--- src/rtl/velmshift_pkg.sv ---
// Shared types and helpers for the vector element shifter sequencer.
// Optional rotate support is enabled with the VELMSHIFT_ROTATE_EN macro.
package velmshift_pkg;

  localparam int VS_NUMLANES     = 4;
  localparam int VS_LOG2NUMLANES = 2;
  localparam int VS_CNT_W        = VS_LOG2NUMLANES + 1;

  typedef enum logic [1:0] {
    IDLE  = 2'd0,
    LOAD  = 2'd1,
    SHIFT = 2'd2,
    DONE  = 2'd3
  } state_t;

  // Shift amounts beyond the lane count behave like a full-width shift.
  function automatic int unsigned vs_clamp(input int unsigned amt, input int unsigned lim);
    return (amt > lim) ? lim : amt;
  endfunction

endpackage

--- src/rtl/velmshift_squashgen.sv ---
// Thermometer mask from vector length: lane i is squashed when i >= vl.
module velmshift_squashgen #(
  parameter int NUMLANES = 4,
  parameter int CW       = 3
) (
  input  logic [CW-1:0]       vl_i,
  output logic [NUMLANES-1:0] squash_o
);

  always_comb begin
    squash_o = '0;
    for (int i = 0; i < NUMLANES; i++) begin
      squash_o[i] = (i >= int'(vl_i));
    end
  end

endmodule

--- src/rtl/velmshift_ctrl.sv ---
// Control sequencer for velmshifter: load, shift strobes and done pulse per command.
// Define VELMSHIFT_ROTATE_EN to latch cmd_rotate and drive shiftin_rotate.
module velmshift_ctrl
  import velmshift_pkg::*;
#(
  parameter int NUMLANES     = VS_NUMLANES,
  parameter int LOG2NUMLANES = VS_LOG2NUMLANES
) (
  input  logic                    clk,
  input  logic                    reset,
  input  logic                    cmd_valid,
  output logic                    cmd_ready,
  input  logic                    cmd_dir_left,
  input  logic [LOG2NUMLANES:0]   cmd_amount,
  input  logic [LOG2NUMLANES:0]   cmd_vl,
  input  logic                    cmd_rotate,
  input  logic                    stall,
  output logic                    load,
  output logic                    shift,
  output logic                    dir_left,
  output logic [NUMLANES-1:0]     squash,
  output logic                    shiftin_rotate,
  output logic                    busy,
  output logic                    done,
  output state_t                  dbg_state_o
);

  localparam int CW = LOG2NUMLANES + 1;

  state_t              state_q, state_d;
  logic [CW-1:0]       cnt_q, cnt_d;
  logic [CW-1:0]       vl_q, vl_d;
  logic                dir_q, dir_d;
  logic [NUMLANES-1:0] mask;
  logic                take;
  logic                rot_next;

  // Handshake: a command transfers on a rising edge where cmd_valid and
  // cmd_ready are both high; the requester holds fields stable until then.
  assign take        = (state_q == IDLE) && cmd_valid && cmd_ready;
  assign dbg_state_o = state_q;

  velmshift_squashgen #(
    .NUMLANES (NUMLANES),
    .CW       (CW)
  ) u_squashgen (
    .vl_i     (vl_d),
    .squash_o (mask)
  );

`ifdef VELMSHIFT_ROTATE_EN
  logic rot_q;
  always_ff @(posedge clk) begin
    if (reset) begin
      rot_q <= 1'b0;
    end else if (take) begin
      rot_q <= cmd_rotate;
    end
  end
  assign rot_next = (state_d != IDLE) && (take ? cmd_rotate : rot_q);
`else
  logic unused_rot;
  assign unused_rot = cmd_rotate;
  assign rot_next   = 1'b0;
`endif

  // The phase advances only after its strobe actually went out, so a
  // stalled (zeroed) strobe cycle leaves state and counter untouched.
  always_comb begin
    state_d = state_q;
    cnt_d   = cnt_q;
    vl_d    = vl_q;
    dir_d   = dir_q;
    case (state_q)
      IDLE: begin
        if (take) begin
          state_d = LOAD;
          cnt_d   = CW'(vs_clamp(int'(cmd_amount), NUMLANES));
          vl_d    = cmd_vl;
          dir_d   = cmd_dir_left;
        end
      end
      LOAD: begin
        if (load) begin
          state_d = (cnt_q == '0) ? DONE : SHIFT;
        end
      end
      SHIFT: begin
        if (shift) begin
          cnt_d = cnt_q - CW'(1);
          if (cnt_q == CW'(1)) begin
            state_d = DONE;
          end
        end
      end
      DONE:    state_d = IDLE;
      default: state_d = IDLE;
    endcase
  end

  always_ff @(posedge clk) begin
    if (reset) begin
      state_q        <= IDLE;
      cnt_q          <= '0;
      vl_q           <= '0;
      dir_q          <= 1'b0;
      cmd_ready      <= 1'b1;
      load           <= 1'b0;
      shift          <= 1'b0;
      dir_left       <= 1'b0;
      squash         <= '0;
      shiftin_rotate <= 1'b0;
      busy           <= 1'b0;
      done           <= 1'b0;
    end else begin
      state_q        <= state_d;
      cnt_q          <= cnt_d;
      vl_q           <= vl_d;
      dir_q          <= dir_d;
      cmd_ready      <= (state_d == IDLE);
      load           <= (state_d == LOAD) && !stall;
      shift          <= (state_d == SHIFT) && !stall;
      dir_left       <= (state_d != IDLE) && dir_d;
      squash         <= (state_d != IDLE) ? mask : '0;
      shiftin_rotate <= rot_next;
      busy           <= (state_d != IDLE);
      done           <= (state_d == DONE);
    end
  end

endmodule

--- config.mk ---
export PLATFORM = sky130hd
export DESIGN_NAME = velmshift_ctrl
export DESIGN_NICKNAME = d
export VERILOG_FILES = /design/src/rtl/velmshift_pkg.sv /design/src/rtl/velmshift_squashgen.sv /design/src/rtl/velmshift_ctrl.sv
export SDC_FILE = /design/constraint.sdc
export NUM_CORES = 1
export LEC_CHECK = 0
export ABC_AREA = 1
export CAP_MARGIN = 25
export CORE_ASPECT_RATIO = 0.75
export CORE_MARGIN = 5
export CORE_UTILIZATION = 30
export DETAILED_ROUTE_END_ITERATION = 8
export GPL_ROUTABILITY_DRIVEN = 0
export SLEW_MARGIN = 25
export SYNTH_ARGS = -nofsm -noshare
export SYNTH_HDL_FRONTEND = slang
export SYNTH_HIERARCHICAL = 1
export SYNTH_SLANG_ARGS = --single-unit
--- constraint.sdc ---
create_clock -name clk -period 3.6 [get_ports clk]
set_input_delay 0.54 -clock clk [delete_from_list [all_inputs] [get_ports clk]]
set_output_delay 0.54 -clock clk [all_outputs]
set_load 0.01 [all_outputs]
======== Word-level counts from Yosys, hierarchy flattened ========
Index checks and enable logic that the tools add are counted.
operators by class
  $add $sub $neg .......................... 1
  reduce and logical (&&, ||, !) cells .... 13
  equal/unequal tests ..................... 9
  multiplexer cells ....................... 14
  magnitude comparators ................... 5
  bitwise logic cells ..................... 1
operators by type and width
  kind                 count
  $mux 3               5
  $eq 2x2->1 const B   4
  $mux 2               4
  $pmux 2 s4           1
  $ge 1x3->1 const A   2
  $ge 2x3->1 const A   2
  $pmux 3 s2           1
  $logic_and 1x1->1    5
  $eq 2x1->1 const B   2
  $logic_not 2->1      2
  $ne 2x2->1 const B   2
  $reduce_bool 2->1    2
  $eq 3x1->1 const B   1
  $gt 3x3->1 const B   1
  $logic_not 3->1      1
  $mux 1               3
  $reduce_and 3->1     1
  $sub 3x1->3 const B  1
  $reduce_or 2->1      1
  $logic_not 1->1      1
  $not 1->1            1
storage, ports and cells
  flip-flop bits (word level) ............. 19
  word-level logic and storage cells ...... 54
  bits of input ports ..................... 12

======== Logic depth before layout (Yosys ltp) ========
  depth after elaboration ................. 8
  mapped depth ............................ 11
  depth with buffers taken out ............ 11

======== Cells and area by module ========
The synthesis kept the hierarchy.
modules (own cells, without submodules)
  module               times used  area each (um^2)  cells each
  velmshift_ctrl       1           793.3             106
  velmshift_squashgen  1           28.8              6

======== Worst setup path after synthesis ========
OpenSTA, ideal clock, no wires.
  path type ............................... input-to-reg
  from .................................... in cmd_valid
  to ...................................... reg squash[0]
  setup time .............................. 0.064 ns
  cell stages on the path ................. 10
  path slack .............................. 2.180 ns
  data arrival time ....................... 1.356 ns
  path buffers ............................ 0
  path through ............................ nand2_1 -> nor2_2 -> or2_2 -> o21ai_0 -> inv_1 -> inv_2 -> nand2_2 -> nor2_2 -> inv_1 -> nor2_1
RTL lines
  item                             line                       text
  from (decl)                      velmshift_ctrl.sv:11       input logic cmd_valid,
  $logic_and 1x1->1 (2 in series)  velmshift_ctrl.sv:40       assign take = (state_q == IDLE) && cmd_valid && cmd_ready;
  $mux 3                           velmshift_ctrl.sv:76       if (take) begin
  $mux 3                           velmshift_ctrl.sv:74       case (state_q)
  named net vl_d[2]                velmshift_ctrl.sv:32       logic [CW-1:0] vl_q, vl_d;
  $ge 1x3->1                       velmshift_squashgen.sv:13  squash_o[i] = (i >= int'(vl_i));
  named net mask[0]                velmshift_ctrl.sv:34       logic [NUMLANES-1:0] mask;
  to (signal assigned)             velmshift_ctrl.sv:124      squash <= (state_d != IDLE) ? mask : '0;
  to (decl)                        velmshift_ctrl.sv:21       output logic [NUMLANES-1:0] squash,
The timed path passes the listed nets, and every way through them passes these cells.
A chain may end at the register's enable or synchronous reset.

======== Worst setup path in the final report ========
Same ends and word-level chain as after synthesis.

==> results.py <==
metrics = {
    "synth": {
        "synthCells": 112,
        "synth_top_cell_by_area": "dfxtp_1",
        "avgSynthCellArea_um2": 7.340,
        "netlist_area_um2": 822.0,
        "yosys-top-cells-area": "dfxtp_1, inv_1, nor2_1, nand2_1, o21ai_0",
        "ys_types": 19,
        "synth_top_area_share": 0.4627,
        "ys_seq_elements": 19,
        "synth.yosys.warnings": 6,
        "syn-num-nets": 127,
        "synth-seq-area-share": 0.4627,
    },
    "worst_hold_path": {
        "whs_path_depth": 2,
        "hp-class": "reg -> reg",
    },
    "layout": {
        "utilization": 0.4294,
        "area_growth_pct": 36.99,
        "fin_nets": 153,
        "diodes": 0,
        "layout-drive-gt1-share": 0.1387,
        "mostFrequentLayoutCells": "inv_1, clkdlybuf4s50_1, nor2_1",
        "final_cells": 173,
    },
    "run_status": {
        "status": "finished clean",
    },
    "timing": {
        "hold_viol_final": 0,
        "period_needed_ns": 1.769,
        "finalMaxSlewViolations": 0,
        "period_share": 0.4914,
        "fin_hold_ws_ns": 0.4908,
        "setup_viol": 0,
        "max_freq_mhz": 565.3,
        "fin_setup_tns_ns": 0,
        "rsz0062_at_grt": "no",
        "clock_skew_ns": 0.003701,
    },
    "place": {
        "place_inst": 169,
        "portBuffers": 22,
        "hpwlAfterDp_mm": 1.320,
    },
    "clock_network": {
        "cts_inserted_buffers": 3,
        "worstSkewPairLatency_ns": 0.25,
        "post_cts_resized": 0,
        "cts_htree_levels": 1,
        "cts_setup_buffers": 0,
        "cts_max_path_buffers": 2,
        "tritoncts": "yes",
        "clkSinkCount": 19,
        "clkSlewWorstSetupHoldPaths_ns": 0.07,
        "hold_buffers": 0,
        "root_buffer": "clkbuf_8",
    },
    "die": {
        "die_h_um": 55.34,
        "ios": 25,
        "coreArea_um2": 2623,
        "die_area_um2": 3898,
        "rows": 16,
        "initial_core_util": 0.3135,
        "die_x_um": 70.45,
    },
    "setup_path": {
        "worst-setup-path-type": "in -> reg",
        "critPathLaunch": "cmd_valid",
        "r2r_end": "squash[0]",
        "worst_setup_path_end_kind": "flop",
        "endpoint": "squash[0]",
        "r2r_start": "dbg_state_o[0]",
        "startpoint_type": "input pin",
        "r2r_slack_ns": 2.14,
        "cp_max_fo": 5,
        "arrival_ns": 1.97,
        "cp_data_required_time_ns": 3.80,
        "rr_worst_depth": 11,
    },
    "global_route": {
        "grt_max_degree": 12,
        "grt_pass1_wl_mm": 2.711,
        "antenna_found_initial": 0,
        "grt_usage": 0.08550,
        "grt_remaining_overflow": 0,
        "grt_pass1_vias": 639,
    },
    "detailed_routing": {
        "remaining_drc_errors": 0,
        "wire_per_inst_um": 9.376,
        "vias": 700,
        "drt_iter0_markers": 9,
        "wl_mm": 1.622,
        "dr.pass1.iters": 4,
        "antenna_left": 0,
        "via_per_inst": 4.046,
    },
    "power_and_ir_drop": {
        "ir_drop_mv": 0.2025,
        "power.leakage_nw": 0.5513,
        "powerDensity_nw_per_um2": 461.0,
        "total_power_mw": 0.5191,
    },
    "job": {
        "max-cap-violations": 0,
    },
}
-- critical path: stages --
cell and delay [ns]:
clkdlybuf4s50_1 0.48, nand4_1 0.22, o21ai_0 0.31, inv_1 0.11, inv_2 0.07, nand2_2 0.05
nor2_2 0.07, inv_1 0.04, nor2_1 0.08
-- through the flow --
step           area (µm²)  setup WS [ns]
2_1_floorplan       822.0          2.180
3_3_place_gp         1080          1.603
3_5_place_dp         1080          1.580
4_1_cts              1126          1.842
5_1_grt              1126          1.725
6_report             1126          1.831
-- where the power goes --
part           switching [mW]  internal (mW)
Clock                  0.0681         0.0768
Sequential            0.00972          0.232
Combinational          0.0699         0.0621
Total                   0.148          0.371
-- state kept, by name, indices dropped and copies added, names as in the netlist --
| signal | flops |
|---|---|
| squash | 4 |
| cmd_ready | 1 |
| dir_left | 1 |
| dir_q | 1 |
| shift | 1 |
| dbg_state_o | 2 |
| cnt_q | 3 |
| busy | 1 |
| vl_q | 3 |
| done | 1 |
| load | 1 |
-- cell usage after synthesis --
| cell type | number |
|---|---|
| nand4_1 | 1 |
| a21oi_1 | 1 |
| conb_1 | 1 |
| inv_1 | 22 |
| ha_1 | 3 |
| nor2_2 | 3 |
| nor2_1 | 21 |
| nand2_4 | 1 |
| nand3_1 | 5 |
| dfxtp_1 | 19 |
| or2_2 | 5 |
| buf_4 | 1 |
| nand3_2 | 1 |
| inv_2 | 3 |
| or2_0 | 1 |
| nor3_1 | 1 |
| nand2_2 | 2 |
| o21ai_0 | 8 |
| nand2_1 | 13 |
-- routing by layer --
metal,vias to the layer above,GRT usage,wire (µm),part of all wire
met5,-,0,0,0
met4,0,0.02459,21,0.013
met3,2,0.03442,84,0.052
met2,13,0.1373,735,0.45
met1,306,0.1049,780,0.48
li1,379,-,-,-
-- area by class of cell --
type | instances | area (µm²)
sequential | 19 | 380.4
tap | 36 | 45.04
inverter | 25 | 93.84
clock inverter | 1 | 5.005
fill | 261 | 1496
clock buffer | 3 | 41.29
multi-input combinational | 67 | 340.3
timing repair buffer | 22 | 220.2
-- cells by family after synthesis --
group,synth area share
other,0.004562
AO/OA/AOI/OAI,0.05479
flip-flops,0.4627
buffers and inverters,0.1233
adder cells (fa/ha/maj),0.04567
AND/OR/NAND/NOR,0.3090
-- worst min path at each step --
| stage | from | to |
|---|---|---|
| after global routing | cnt_q[1] | cnt_q[1] |
| final | cnt_q[1] | cnt_q[1] |
| after detailed placement | cnt_q[1] | cnt_q[1] |
| after global placement | cnt_q[1] | cnt_q[1] |
| after CTS | cnt_q[1] | cnt_q[1] |
| after floorplan | cnt_q[1] | cnt_q[1] |
No activity file was read; power rests on OpenSTA's default activity.
